==> config.mk <==
export PLATFORM = sky130hd
export DESIGN_NAME = avalon_mem_copy_master
export DESIGN_NICKNAME = d
export VERILOG_FILES = /design/src/rtl/avalon_mem_copy_master.sv
export SDC_FILE = /design/constraint.sdc
export NUM_CORES = 1
export LEC_CHECK = 0
export CAP_MARGIN = 10
export CORE_MARGIN = 5
export CORE_UTILIZATION = 52
export DETAILED_ROUTE_END_ITERATION = 10
export GPL_TIMING_DRIVEN = 0
export PLACE_DENSITY = 0.81
export SETUP_SLACK_MARGIN = 0.4
export SLEW_MARGIN = 10
export SYNTH_ARGS = -nofsm -noshare
export SYNTH_HDL_FRONTEND = slang
export SYNTH_SLANG_ARGS = --single-unit
==> constraint.sdc <==
create_clock -name clk -period 2.95 [get_ports clk]
set_input_delay 0.4425 -clock clk [delete_from_list [all_inputs] [get_ports clk]]
set_output_delay 0.4425 -clock clk [all_outputs]
set_load 0.03 [all_outputs]
==> src/rtl/avalon_mem_copy_master.sv <==
// Avalon-MM fill/copy initiator for a fixed-latency, no-waitrequest RAM port; fill 1 cycle/word, copy 2+READ_LATENCY.
// No backpressure: start is only sampled in IDLE, all bus outputs are registered and one DONE cycle ends each command.
module avalon_mem_copy_master #(
  parameter int ADDR_W       = 11,
  parameter int DATA_W       = 32,
  parameter int READ_LATENCY = 1
) (
  input  logic                clk,
  input  logic                reset_n,
  input  logic                start,
  input  logic                mode,
  input  logic [ADDR_W-1:0]   src_addr,
  input  logic [ADDR_W-1:0]   dst_addr,
  input  logic [ADDR_W:0]     length,
  input  logic [DATA_W-1:0]   fill_data,
  output logic                busy,
  output logic                done,
  output logic [ADDR_W:0]     words_done,
  output logic [ADDR_W-1:0]   mem_address,
  output logic                mem_chipselect,
  output logic                mem_write,
  output logic [DATA_W/8-1:0] mem_byteenable,
  output logic [DATA_W-1:0]   mem_writedata,
  input  logic [DATA_W-1:0]   mem_readdata
);
  localparam int BE_W = DATA_W / 8;
  localparam int CW   = (READ_LATENCY > 1) ? $clog2(READ_LATENCY) : 1;
  localparam logic [CW-1:0] WAIT_LAST = CW'(READ_LATENCY - 1);

  typedef enum logic [2:0] {S_IDLE, S_RD, S_WAIT, S_WR, S_DONE} state_t;

  state_t              r_state, w_state;
  logic                r_mode, w_mode;
  logic [ADDR_W-1:0]   r_src, w_src;
  logic [ADDR_W-1:0]   r_dst, w_dst;
  logic [ADDR_W:0]     r_len, w_len;
  logic [ADDR_W:0]     r_words, w_words;
  logic [ADDR_W:0]     w_words_inc;
  logic [DATA_W-1:0]   r_fill, w_fill;
  logic [DATA_W-1:0]   r_data, w_data;
  logic [CW-1:0]       r_wait, w_wait;
  logic                r_cs, w_cs;
  logic                r_we, w_we;
  logic [ADDR_W-1:0]   r_addr, w_addr;
  logic [DATA_W-1:0]   r_wdata, w_wdata;
  logic [BE_W-1:0]     r_be;

  assign w_words_inc = r_words + 1'b1;

  // Bus outputs are computed for the state being entered so they are registered alongside it.
  always_comb begin
    w_state = r_state;
    w_mode  = r_mode;
    w_src   = r_src;
    w_dst   = r_dst;
    w_len   = r_len;
    w_words = r_words;
    w_fill  = r_fill;
    w_data  = r_data;
    w_wait  = r_wait;
    w_cs    = 1'b0;
    w_we    = 1'b0;
    w_addr  = r_addr;
    w_wdata = r_wdata;
    unique case (r_state)
      S_IDLE: begin
        if (start) begin
          w_mode  = mode;
          w_src   = src_addr;
          w_dst   = dst_addr;
          w_len   = length;
          w_fill  = fill_data;
          w_words = '0;
          if (length == '0) begin
            w_state = S_DONE;
          end else if (mode) begin
            w_state = S_RD;
            w_cs    = 1'b1;
            w_addr  = src_addr;
          end else begin
            w_state = S_WR;
            w_cs    = 1'b1;
            w_we    = 1'b1;
            w_addr  = dst_addr;
            w_wdata = fill_data;
          end
        end
      end
      S_RD: begin
        w_state = S_WAIT;
        w_wait  = '0;
      end
      S_WAIT: begin
        if (r_wait == WAIT_LAST) begin
          w_state = S_WR;
          w_data  = mem_readdata;
          w_cs    = 1'b1;
          w_we    = 1'b1;
          w_addr  = r_dst;
          w_wdata = mem_readdata;
        end else begin
          w_wait = r_wait + 1'b1;
        end
      end
      S_WR: begin
        w_words = w_words_inc;
        w_src   = r_src + 1'b1;
        w_dst   = r_dst + 1'b1;
        if (w_words_inc == r_len) begin
          w_state = S_DONE;
        end else if (r_mode) begin
          w_state = S_RD;
          w_cs    = 1'b1;
          w_addr  = w_src;
        end else begin
          w_state = S_WR;
          w_cs    = 1'b1;
          w_we    = 1'b1;
          w_addr  = w_dst;
          w_wdata = r_fill;
        end
      end
      S_DONE:  w_state = S_IDLE;
      default: w_state = S_IDLE;
    endcase
  end

  always_ff @(posedge clk or negedge reset_n) begin
    if (!reset_n) begin
      r_state <= S_IDLE;
      r_mode  <= 1'b0;
      r_src   <= '0;
      r_dst   <= '0;
      r_len   <= '0;
      r_words <= '0;
      r_fill  <= '0;
      r_data  <= '0;
      r_wait  <= '0;
      r_cs    <= 1'b0;
      r_we    <= 1'b0;
      r_addr  <= '0;
      r_wdata <= '0;
      r_be    <= '0;
    end else begin
      r_state <= w_state;
      r_mode  <= w_mode;
      r_src   <= w_src;
      r_dst   <= w_dst;
      r_len   <= w_len;
      r_words <= w_words;
      r_fill  <= w_fill;
      r_data  <= w_data;
      r_wait  <= w_wait;
      r_cs    <= w_cs;
      r_we    <= w_we;
      r_addr  <= w_addr;
      r_wdata <= w_wdata;
      r_be    <= {BE_W{w_cs}};
    end
  end

  assign busy           = (r_state != S_IDLE);
  assign done           = (r_state == S_DONE);
  assign words_done     = r_words;
  assign mem_address    = r_addr;
  assign mem_chipselect = r_cs;
  assign mem_write      = r_we;
  assign mem_byteenable = r_be;
  assign mem_writedata  = r_wdata;
endmodule
==> results.toml, run 1 <==
[clock_network]
clock_tree.root_cell = "clkbuf_16"
cts-buffers-inserted = 17
tritoncts = "done"
hold_buffers_post_cts = 0
post_cts_clock_slew_at_the_launch_and_capture_registers_of_the_worst_setup_and_hold_paths_ps = 50
tritoncts_num_sinks = 127
max_h_tree_level = 4
clk-insertion-delay-late_ps = 430
clock_path_buffers = 2

[cells_and_area]
antennaDiodeCount = 0
fill_cells = 1081
final-instance-count-excl-fill = 1337
layout.cells.most_common_list = "235 x nand2_1, 162 x clkdlybuf4s50_1, 121 x dfrtp_1, 52 x nor2_1, 48 x mux2i_1"
post_route_cells_drive_above_1_share_pct = 14.6
fin_nets = 1242
mostFrequentLayoutCell = "nand2_1"
syn2layout_area_growth_pct = 43.8

[critical_path]
startpoint_type_of_the_worst_setup_path = "register"
crit_slowest_cell = "dfrtp_2"
cp-end-kind = "register"
cp_data_required_time_ps = 3250
critPathMostFrequentCell = "buf_12"
timing.rr.start = "words_done[0]"
regToRegEndpoint = "mem_address[5]"
classification_of_the_worst_setup_path = "register to register"
slowest_delay_ps = 440
cp_data_arrival_time_ps = 3020
r2r_setup_slack_ps = 230
r2r.worst_path.cells = 11
timing.critical_path.fanout_max = 6
crit_chain = "ha_4 -> nand3_4 -> or2_4 -> xnor2_2 -> a2111o_1 -> nor4_4 -> buf_6 -> buf_12 -> a21oi_4 -> buf_12 -> mux2_4"

[pwr]
p_comb_share_pct = 57.1
sequentialPowerShare_pct = 25.2
p_per_area_nw_per_um2 = 1110
power.static_leakage_nw = 4.92
clock_power_share_pct = 17.7
intPower_mw = 6.95
power.switching_fraction_pct = 44.4
p_sw_mw = 5.56
vdd.ir_drop.worst_uv = 847

[logic_synthesis]
async_flop_share_pct = 100
synth_simple_gate_area_share_pct = 23.5
ys_ff_latch = 127
yosys.area_share.xor_xnor_pct = 3.57
synth.yosys.seq_area_share_pct = 40.5
muxShareOfSynthArea_pct = 7.55
synth_cells = 927
main_combinational_cell_family_by_area_after_synthesis = "simple AND/OR/NAND/NOR gates"
synth_nets = 1033
synthesized_area_fraction_occupied_by_adder_cells_pct = 0.637
syn_area_per_cell_um2 = 8.47
netlist-cell-type-count = 57
yosys_warnings = 0
postSynth.topFlopCell = "dfrtp_1"
post_synth_instance_area_um2 = 7860
synth_edf_count = 0
synth_compound_area_share_pct = 19.2

[drt]
drc = 0
first_pass_iters = 5
num_vias = 8287
avgRoutedWirePerCell_um = 20.1
drt-met1-wl_mm = 10.7
detailroute.wirelength.met3_mm = 2.59
drt_first_iter_violations = 1001
number_of_vias_per_cell = 6.20
postRouteWirelength_mm = 26.9
wl_met2_mm = 12.8
highest_layer = "met5"
drt.antenna.violating_nets = 0

[floorplan]
pin_count = 165
floorplan.initialDensity_pct = 52.3
dieWidth_um = 133
dieArea_um2 = 17700
rows = 45
die_height_um = 133
core_ar_um2 = 15000

[placement]
dp_worst_setup_slack_ps = -851
dpl.hpwl_mm = 17.9
io_buffers = 164
weighted_congestion_at_the_end_of_routability_driven_global_placement = 0.905
dp_cells = 1280

[timing]
postLayoutSetupSlackWorst_ps = 233
layout_min_cycle_time_ps = 2720
timing.final.setup_violations = 0
maxSlewHeadroom_pct = 35.9
worst_slew_pin_slew_ps = 962
hold_viol_final = 17
finalMaxSlewViolations = 0
fin_worst_skew_ps = 13.1
max_freq_mhz = 368
hold_slack_ps = -20.2
grt_setup_unrepaired = "yes"
final_min_period_over_clock_period_pct = 92.1

[grt]
overflow = 0
grt_antenna_before_repair = 1
global_route_wire_length_before_repair_mm = 41.7
global_route.usage.total_pct = 29.2
grt_start_max_net_pins = 73
grt_pass1_vias = 7932

[job]
cap_viol_max_count = 0

[min_path]
min-delay-path-class = "input port to async pin"

[status]
failed_checks = "negative hold slack"
result_of_the_run = "finished with violations"
==> cell usage after synthesis (2+ instances only) <==
library cell    n  area, µm²
or2_1           2       12.5
a311o_1        32        320
nand3_1         7       35.0
o21ai_0        39        195
and2_1         10       62.6
o22ai_1         5       31.3
a31oi_1         2       12.5
xnor2_1        15        131
buf_1           9       33.8
nor3_1         11       55.1
o31ai_1         5       37.5
and3_1         13       81.3
xor2_1         17        149
nor2_1         53        199
o311ai_0       32        280
dfrtp_1       127       3180
nand3b_1        3       22.5
ha_1            4       50.1
mux2i_1        48        480
nand2_1       236        886
buf_4           6       45.0
buf_2          12       60.1
nand4_1         8       50.1
a211o_1         2       17.5
a221o_1        14        140
nor3b_1        14        105
a21oi_1        48        240
o21a_1          2       15.0
a221oi_1        2       17.5
nor2_2          2       12.5
o211ai_1        2       15.0
a21o_1          2       15.0
o21ai_1         4       20.0
mux2_2          3       33.8
a22oi_1         8       60.1
mux2_1          7       78.8
nor4_1         37        231
clkbuf_1       58        218
inv_1           8       30.0
==> per-stage QoR <==
step           power, mW  cell area, µm²  TNS [ps]  util (%)  hold slack [ps]
3_5_place_dp        9.30            9820    -10940      65.3              442
5_1_grt             13.2           11300         0      75.1             16.8
2_1_floorplan       7.29            7910         0         -              147
4_1_cts             12.0           11000         0      72.9            0.725
3_3_place_gp        9.17            9790   -486340      65.1              456
6_report            12.5           11300         0      75.1            -20.2
==> worst max-delay path: cells and delay by family, from the launching register on <==
family / cells / cell delay [ps]
buffers and inverters: 3 / 490
and+or+nand+nor: 3 / 600
AOI/OAI and AO/OA: 2 / 460
DFF: 1 / 440
xor gates and xnor gates: 1 / 130
adders and majority gates: 1 / 160
muxes: 1 / 290
==> how the worst max path moves through the flow <==
stage,slack (ps),start,cells after the start,endpoint
final,230,words_done[0],11,mem_address[5]
after floorplan,350,words_done[0],10,mem_writedata[22]
after CTS,180,r_state[0],7,done
after global routing,170,words_done[7],10,mem_address[5]
after global placement,-4210,reset_n,1,words_done[3]
after detailed placement,-850,r_state[0],7,done
==> power groups by stage <==
stage                     sequential [mW]  combinational [mW]  clock, mW
after CTS                            3.11                6.67       2.21
final                                3.16                7.14       2.21
after global routing                 3.25                7.69       2.30
after global placement               3.11                6.06          0
after floorplan                      3.61                3.68          0
after detailed placement             3.14                6.16          0
==> sequential cells by signal (all words and copies together), names as in the netlist <==
signal,cells
r_dst,11
r_mode,1
mem_address,11
words_done,12
r_len,12
r_src,11
r_state,3
mem_byteenable,1
mem_writedata,32
r_fill,32
mem_write,1
==> cell families (layout without fill, tap and decap cells) <==
kind of cell | Yosys count | after routing
mux | 58 | 58
flops | 127 | 127
xor+xnor | 32 | 32
compound gates | 208 | 208
simple gates | 404 | 404
fa+ha+maj | 4 | 4
buf+inv | 94 | 316
==> metal layers <==
metal,GRT usage [%],vias to the layer above
li1,-,3779
met1,37.7,3993
met2,47.4,440
met3,8.67,73
met4,9.06,2
met5,0,-
==> layout make-up <==
type                    instances  area [µm²]  share of cell area, %
multi-input cells             706        4740                   42.0
clock buffers                  22         484                   4.29
inverters                       8        30.0                  0.266
repair buffers                190        1990                   17.6
clock inverters                10         134                   1.19
flip-flops and latches        127        3190                   28.2
well taps                     188         235                   2.08
plain buffers                  86         494                   4.38
==> repair_timing <==
item	4_1_cts	5_1_grt
setup buffers	15	5
cloned	3	2
endpoints found under the setup margin	81	63
gates resized for setup	88	62
pin swaps	45	27
(Power assumes the default switching activity.)
==> run 2, diff against run 1 <==
- RECOVER_POWER: default -> 100
- SKIP_CTS_REPAIR_TIMING: default -> 1
==> run 2 against run 1 <==
Against the previous run:
- the run now ends clean
- total power shrank 6.0%
- critical path type unchanged
- clock skew decreased by 1.3 ps
- clock-buffer cell count unchanged
- routed wire length down 4.1%
==> results.toml, run 2 (same netlist as run 1, synthesis figures left out) <==
[status]
result_of_the_run = "finished clean"

[critical_path]
timing.rr.start = "words_done[1]"
cp_data_required_time_ps = 3270
classification_of_the_worst_setup_path = "register to register"
crit_slowest_cell = "dfrtp_1"
critPathMostFrequentCell = "buf_6"
timing.critical_path.fanout_max = 5
startpoint_type_of_the_worst_setup_path = "register"
r2r.worst_path.cells = 12
path_buf_inv = 4
cp_data_arrival_time_ps = 3140
slowest_delay_ps = 460
cp-startpoint = "words_done[1]"
regToRegEndpoint = "mem_writedata[0]"
crit_cells = 12
crit_chain = "ha_4 -> nand3_4 -> or2_4 -> xnor2_2 -> a2111o_1 -> nor4_4 -> buf_6 -> buf_4 -> buf_6 -> clkbuf_16 -> nor4_1 -> a311o_1"
cp-end-kind = "register"
r2r_setup_slack_ps = 130
cp_top_family = "compound AO/OA/AOI/OAI gates"

[drt]
drt.antenna.violating_nets = 0
first_pass_iters = 6
drt_first_iter_violations = 874
postRouteWirelength_mm = 25.8
drc = 0
num_vias = 8136
number_of_vias_per_cell = 6.11
avgRoutedWirePerCell_um = 19.4

[grt]
grt_util_met1_pct = 36.2
grt_antenna_before_repair = 1
global_route.usage.total_pct = 28.1
global_route_wire_length_before_repair_mm = 40.0
grt_pass1_vias = 7695
overflow = 0
grt_start_max_net_pins = 73
grt-busiest-layer = "met2"
grt_use_met3_pct = 8.97
grtUsageMet2_pct = 45.3

[timing]
final_setup_tns_ps = 0
fin_worst_skew_ps = 11.8
worst_slew_pin_slew_ps = 1460
timing.final.setup_violations = 0
layout_min_cycle_time_ps = 2820
max_freq_mhz = 354
hold_slack_ps = 347
postLayoutSetupSlackWorst_ps = 128
hold_viol_final = 0
maxSlewHeadroom_pct = 2.55
grt_setup_unrepaired = "yes"
finalMaxSlewViolations = 0
final_min_period_over_clock_period_pct = 95.7

[floorplan]
die_height_um = 133
floorplan.initialDensity_pct = 52.3
core_ar_um2 = 15000
rows = 45
dieArea_um2 = 17700
dieWidth_um = 133
pin_count = 165

[pwr]
p_per_area_nw_per_um2 = 1090
vdd.ir_drop.worst_uv = 759
power.static_leakage_nw = 4.86
final_total_pwr_mw = 11.8

[cells_and_area]
final_core_utilization_pct = 72.0
final-instance-count-excl-fill = 1331
fin_nets = 1236
post_route_cells_drive_above_1_share_pct = 10.4
syn2layout_area_growth_pct = 37.7
stdcell_area_um2 = 10800
mostFrequentLayoutCell = "nand2_1"
antennaDiodeCount = 0
layout.cells.most_common_list = "236 x nand2_1, 122 x dfrtp_1, 100 x clkdlybuf4s50_1, 62 x dlygate4sd3_1, 56 x clkbuf_1"

[clock_network]
tritoncts_num_sinks = 127
clock_path_buffers = 2
clock_tree.root_cell = "clkbuf_16"
tritoncts = "done"
max_h_tree_level = 4
clk-insertion-delay-late_ps = 430
post_cts_clock_slew_at_the_launch_and_capture_registers_of_the_worst_setup_and_hold_paths_ps = 60
cts-buffers-inserted = 17

[placement]
dpl.hpwl_mm = 17.9
io_buffers = 164
placed_area_um2 = 9820
dp_cells = 1280
dp_worst_setup_slack_ps = -851
weighted_congestion_at_the_end_of_routability_driven_global_placement = 0.905

[job]
cap_viol_max_count = 0

[min_path]
min-delay-path-class = "input port to async pin"
## run 2: worst max path at each step
| stage | end | slack (ps) |
|---|---|---|
| final | mem_writedata[0] | 130 |
| after global routing | mem_address[10] | 60 |
| after CTS | done | -1300 |
| after detailed placement | done | -850 |
| after global placement | words_done[3] | -4210 |
| after floorplan | mem_writedata[22] | 350 |
## run 2: routing by layer
metal,share of wire [%],vias to the layer above
li1,-,3770
met1,40,3904
met2,48,411
met3,9.9,51
met4,2.0,0
met5,0,-
## run 2: cell type report
class,count,area [µm²]
plain buffers,86,450
clock buffers,22,484
clock inverters,10,134
fillers,1153,4220
inverters,8,30.0
multi-input cells,706,4420
flip-flops and latches,127,3180
well taps,188,235
repair buffers,184,1880
## run 2: report_power, final
group	internal [mW]	leakage [nW]	switching, mW
clock network	1.41	0.302	0.802
registers	2.49	1.60	0.627
logic	2.62	2.96	3.81
total	6.53	4.86	5.24
==> run 3, diff against run 2 <==
- SLEW_MARGIN: 10 -> 20
==> run 3 against run 2 <==
Against the previous run:
- largest power group unchanged
- hold slack improved by 120 ps
- maximum frequency up 1.6%
- first-iteration DRC count is 13% higher
- total power increased by 0.78%
- critical path depth is 3 lower
- the flow now finishes with violations (max-capacitance violations, max-slew violations)
- combinational power rose by 2%
- routed wire length rose by 0.90%
- sequential share of layout area is 0.27 points lower
- critical endpoint is now mem_writedata[27]
- clock power about the same
- non-clock buffer count rose by 4
- sequential cell count unchanged
- clock skew fell by 2.0 ps
==> results.toml, run 3 (same netlist as run 1, synthesis figures left out) <==
[drt]
highest_layer = "met4"
number_of_vias_per_cell = 6.13
first_pass_iters = 7
drc = 0
num_vias = 8196
detailroute.wirelength.met3_mm = 2.45
drt_first_iter_violations = 987
drt.antenna.violating_nets = 0
postRouteWirelength_mm = 26.0
drt-met1-wl_mm = 10.5
wl_met2_mm = 12.7
avgRoutedWirePerCell_um = 19.5

[timing]
hold_viol_final = 0
timing.final.setup_violations = 0
worst_slew_pin_slew_ps = 1510
grt_setup_unrepaired = "yes"
hold_slack_ps = 472
layout_min_cycle_time_ps = 2780
finalMaxSlewViolations = 55
final_setup_tns_ps = 0
max_freq_mhz = 360
final_min_period_over_clock_period_pct = 94.2
maxSlewHeadroom_pct = -0.350
fin_worst_skew_ps = 9.76

[critical_path]
startpoint_type_of_the_worst_setup_path = "register"
classification_of_the_worst_setup_path = "register to register"
r2r_setup_slack_ps = 170
cp-end-kind = "register"
cp-startpoint = "r_state[0]"
regToRegEndpoint = "mem_writedata[27]"
cp_data_arrival_time_ps = 3140
timing.rr.start = "r_state[0]"
cp_data_required_time_ps = 3310
timing.critical_path.fanout_max = 10
r2r.worst_path.cells = 9

[floorplan]
die_height_um = 133
rows = 45
pin_count = 165
core_ar_um2 = 15000
dieWidth_um = 133
floorplan.initialDensity_pct = 52.3
dieArea_um2 = 17700

[cells_and_area]
syn2layout_area_growth_pct = 39.0
post_route_cells_drive_above_1_share_pct = 11.4
final_core_utilization_pct = 72.6
final-instance-count-excl-fill = 1336
layout.cells.most_common_list = "236 x nand2_1, 121 x dfrtp_1, 100 x clkdlybuf4s50_1, 63 x dlygate4sd3_1, 56 x clkbuf_1"
mostFrequentLayoutCell = "nand2_1"
fin_nets = 1240
fill_cells = 1139

[pwr]
p_sw_mw = 5.30
sequentialPowerShare_pct = 26.3
power.switching_fraction_pct = 44.7
p_per_area_nw_per_um2 = 1090
p_comb_share_pct = 55.2
vdd.ir_drop.worst_uv = 767
intPower_mw = 6.56
power.static_leakage_nw = 4.87
clock_power_share_pct = 18.5

[clock_network]
max_h_tree_level = 4
post_cts_clock_slew_at_the_launch_and_capture_registers_of_the_worst_setup_and_hold_paths_ps = 60
tritoncts_num_sinks = 127
cts-buffers-inserted = 17
clk-insertion-delay-late_ps = 430
tritoncts = "done"
clock_tree.root_cell = "clkbuf_16"
clock_path_buffers = 2

[placement]
dpl.hpwl_mm = 17.8
io_buffers = 164
weighted_congestion_at_the_end_of_routability_driven_global_placement = 0.905
dp_cells = 1280

[grt]
grt_pass1_vias = 7718
grt_antenna_before_repair = 0
global_route_wire_length_before_repair_mm = 40.5
global_route.usage.total_pct = 28.4
overflow = 0
grt_start_max_net_pins = 73

[min_path]
whs_endpoint = "r_fill[18]"
hold_path_depth = 2
min-delay-path-class = "register to register"
min_from = "r_fill[18]"

[status]
failed_checks = "max-capacitance violations, max-slew violations"
result_of_the_run = "finished with violations"

[job]
cap_viol_max_count = 1
[run 3: how the worst max path moves through the flow]
stage	endpoint	slack, ps	depth (start not counted)
6_report	mem_writedata[27]	170	9
5_1_grt	mem_writedata[27]	60	9
4_1_cts	done	-1380	7
3_5_place_dp	done	-890	7
3_3_place_gp	words_done[3]	-4210	1
2_1_floorplan	mem_writedata[22]	350	10
[run 3: power groups by stage]
stage                     logic [mW]  clock network (mW)  registers [mW]
final                           6.54                2.19            3.12
after floorplan                 3.68                   0            3.61
after detailed placement        6.16                   0            3.14
after CTS                       6.22                2.20            3.13
after global placement          6.06                   0            3.11
after global routing            7.08                2.29            3.22
[run 3: stage by stage]
step / instance area (µm²) / setup slack [ps] / total power [mW]
after global routing: 10900 / 64.5 / 12.6
after detailed placement: 9820 / -893 / 9.30
after CTS: 10400 / -1380 / 11.6
final: 10900 / 172 / 11.9
after floorplan: 7910 / 350 / 7.29
after global placement: 9790 / -4210 / 9.17
[run 3: critical path: stages, from the launching register on]
cell,delay [ps]
dfrtp_1,380
buf_2,190
nor3_2,270
nand2_1,390
nor2_4,310
a21oi_4,110
buf_2,190
clkbuf_2,270
nor4_1,370
a311o_1,190
[run 3: layer usage]
| metal | global-route usage [%] | vias to the layer above |
|---|---|---|
| met4 | 8.83 | 0 |
| met2 | 45.6 | 411 |
| met1 | 37.3 | 3973 |
| met3 | 8.33 | 35 |
| met5 | 0 | - |
| li1 | - | 3777 |
[run 3: cell type report]
class / instances / area (µm²) / area share (%)
diodes: 1 / 2.50 / 0.0229
plain buffers: 86 / 455 / 4.17
clock buffers: 22 / 474 / 4.34
clock inverters: 10 / 135 / 1.24
inverters: 8 / 30.0 / 0.275
multi-input cells: 706 / 4460 / 40.9
flip-flops and latches: 127 / 3190 / 29.2
well taps: 188 / 235 / 2.15
repair buffers: 188 / 1940 / 17.8
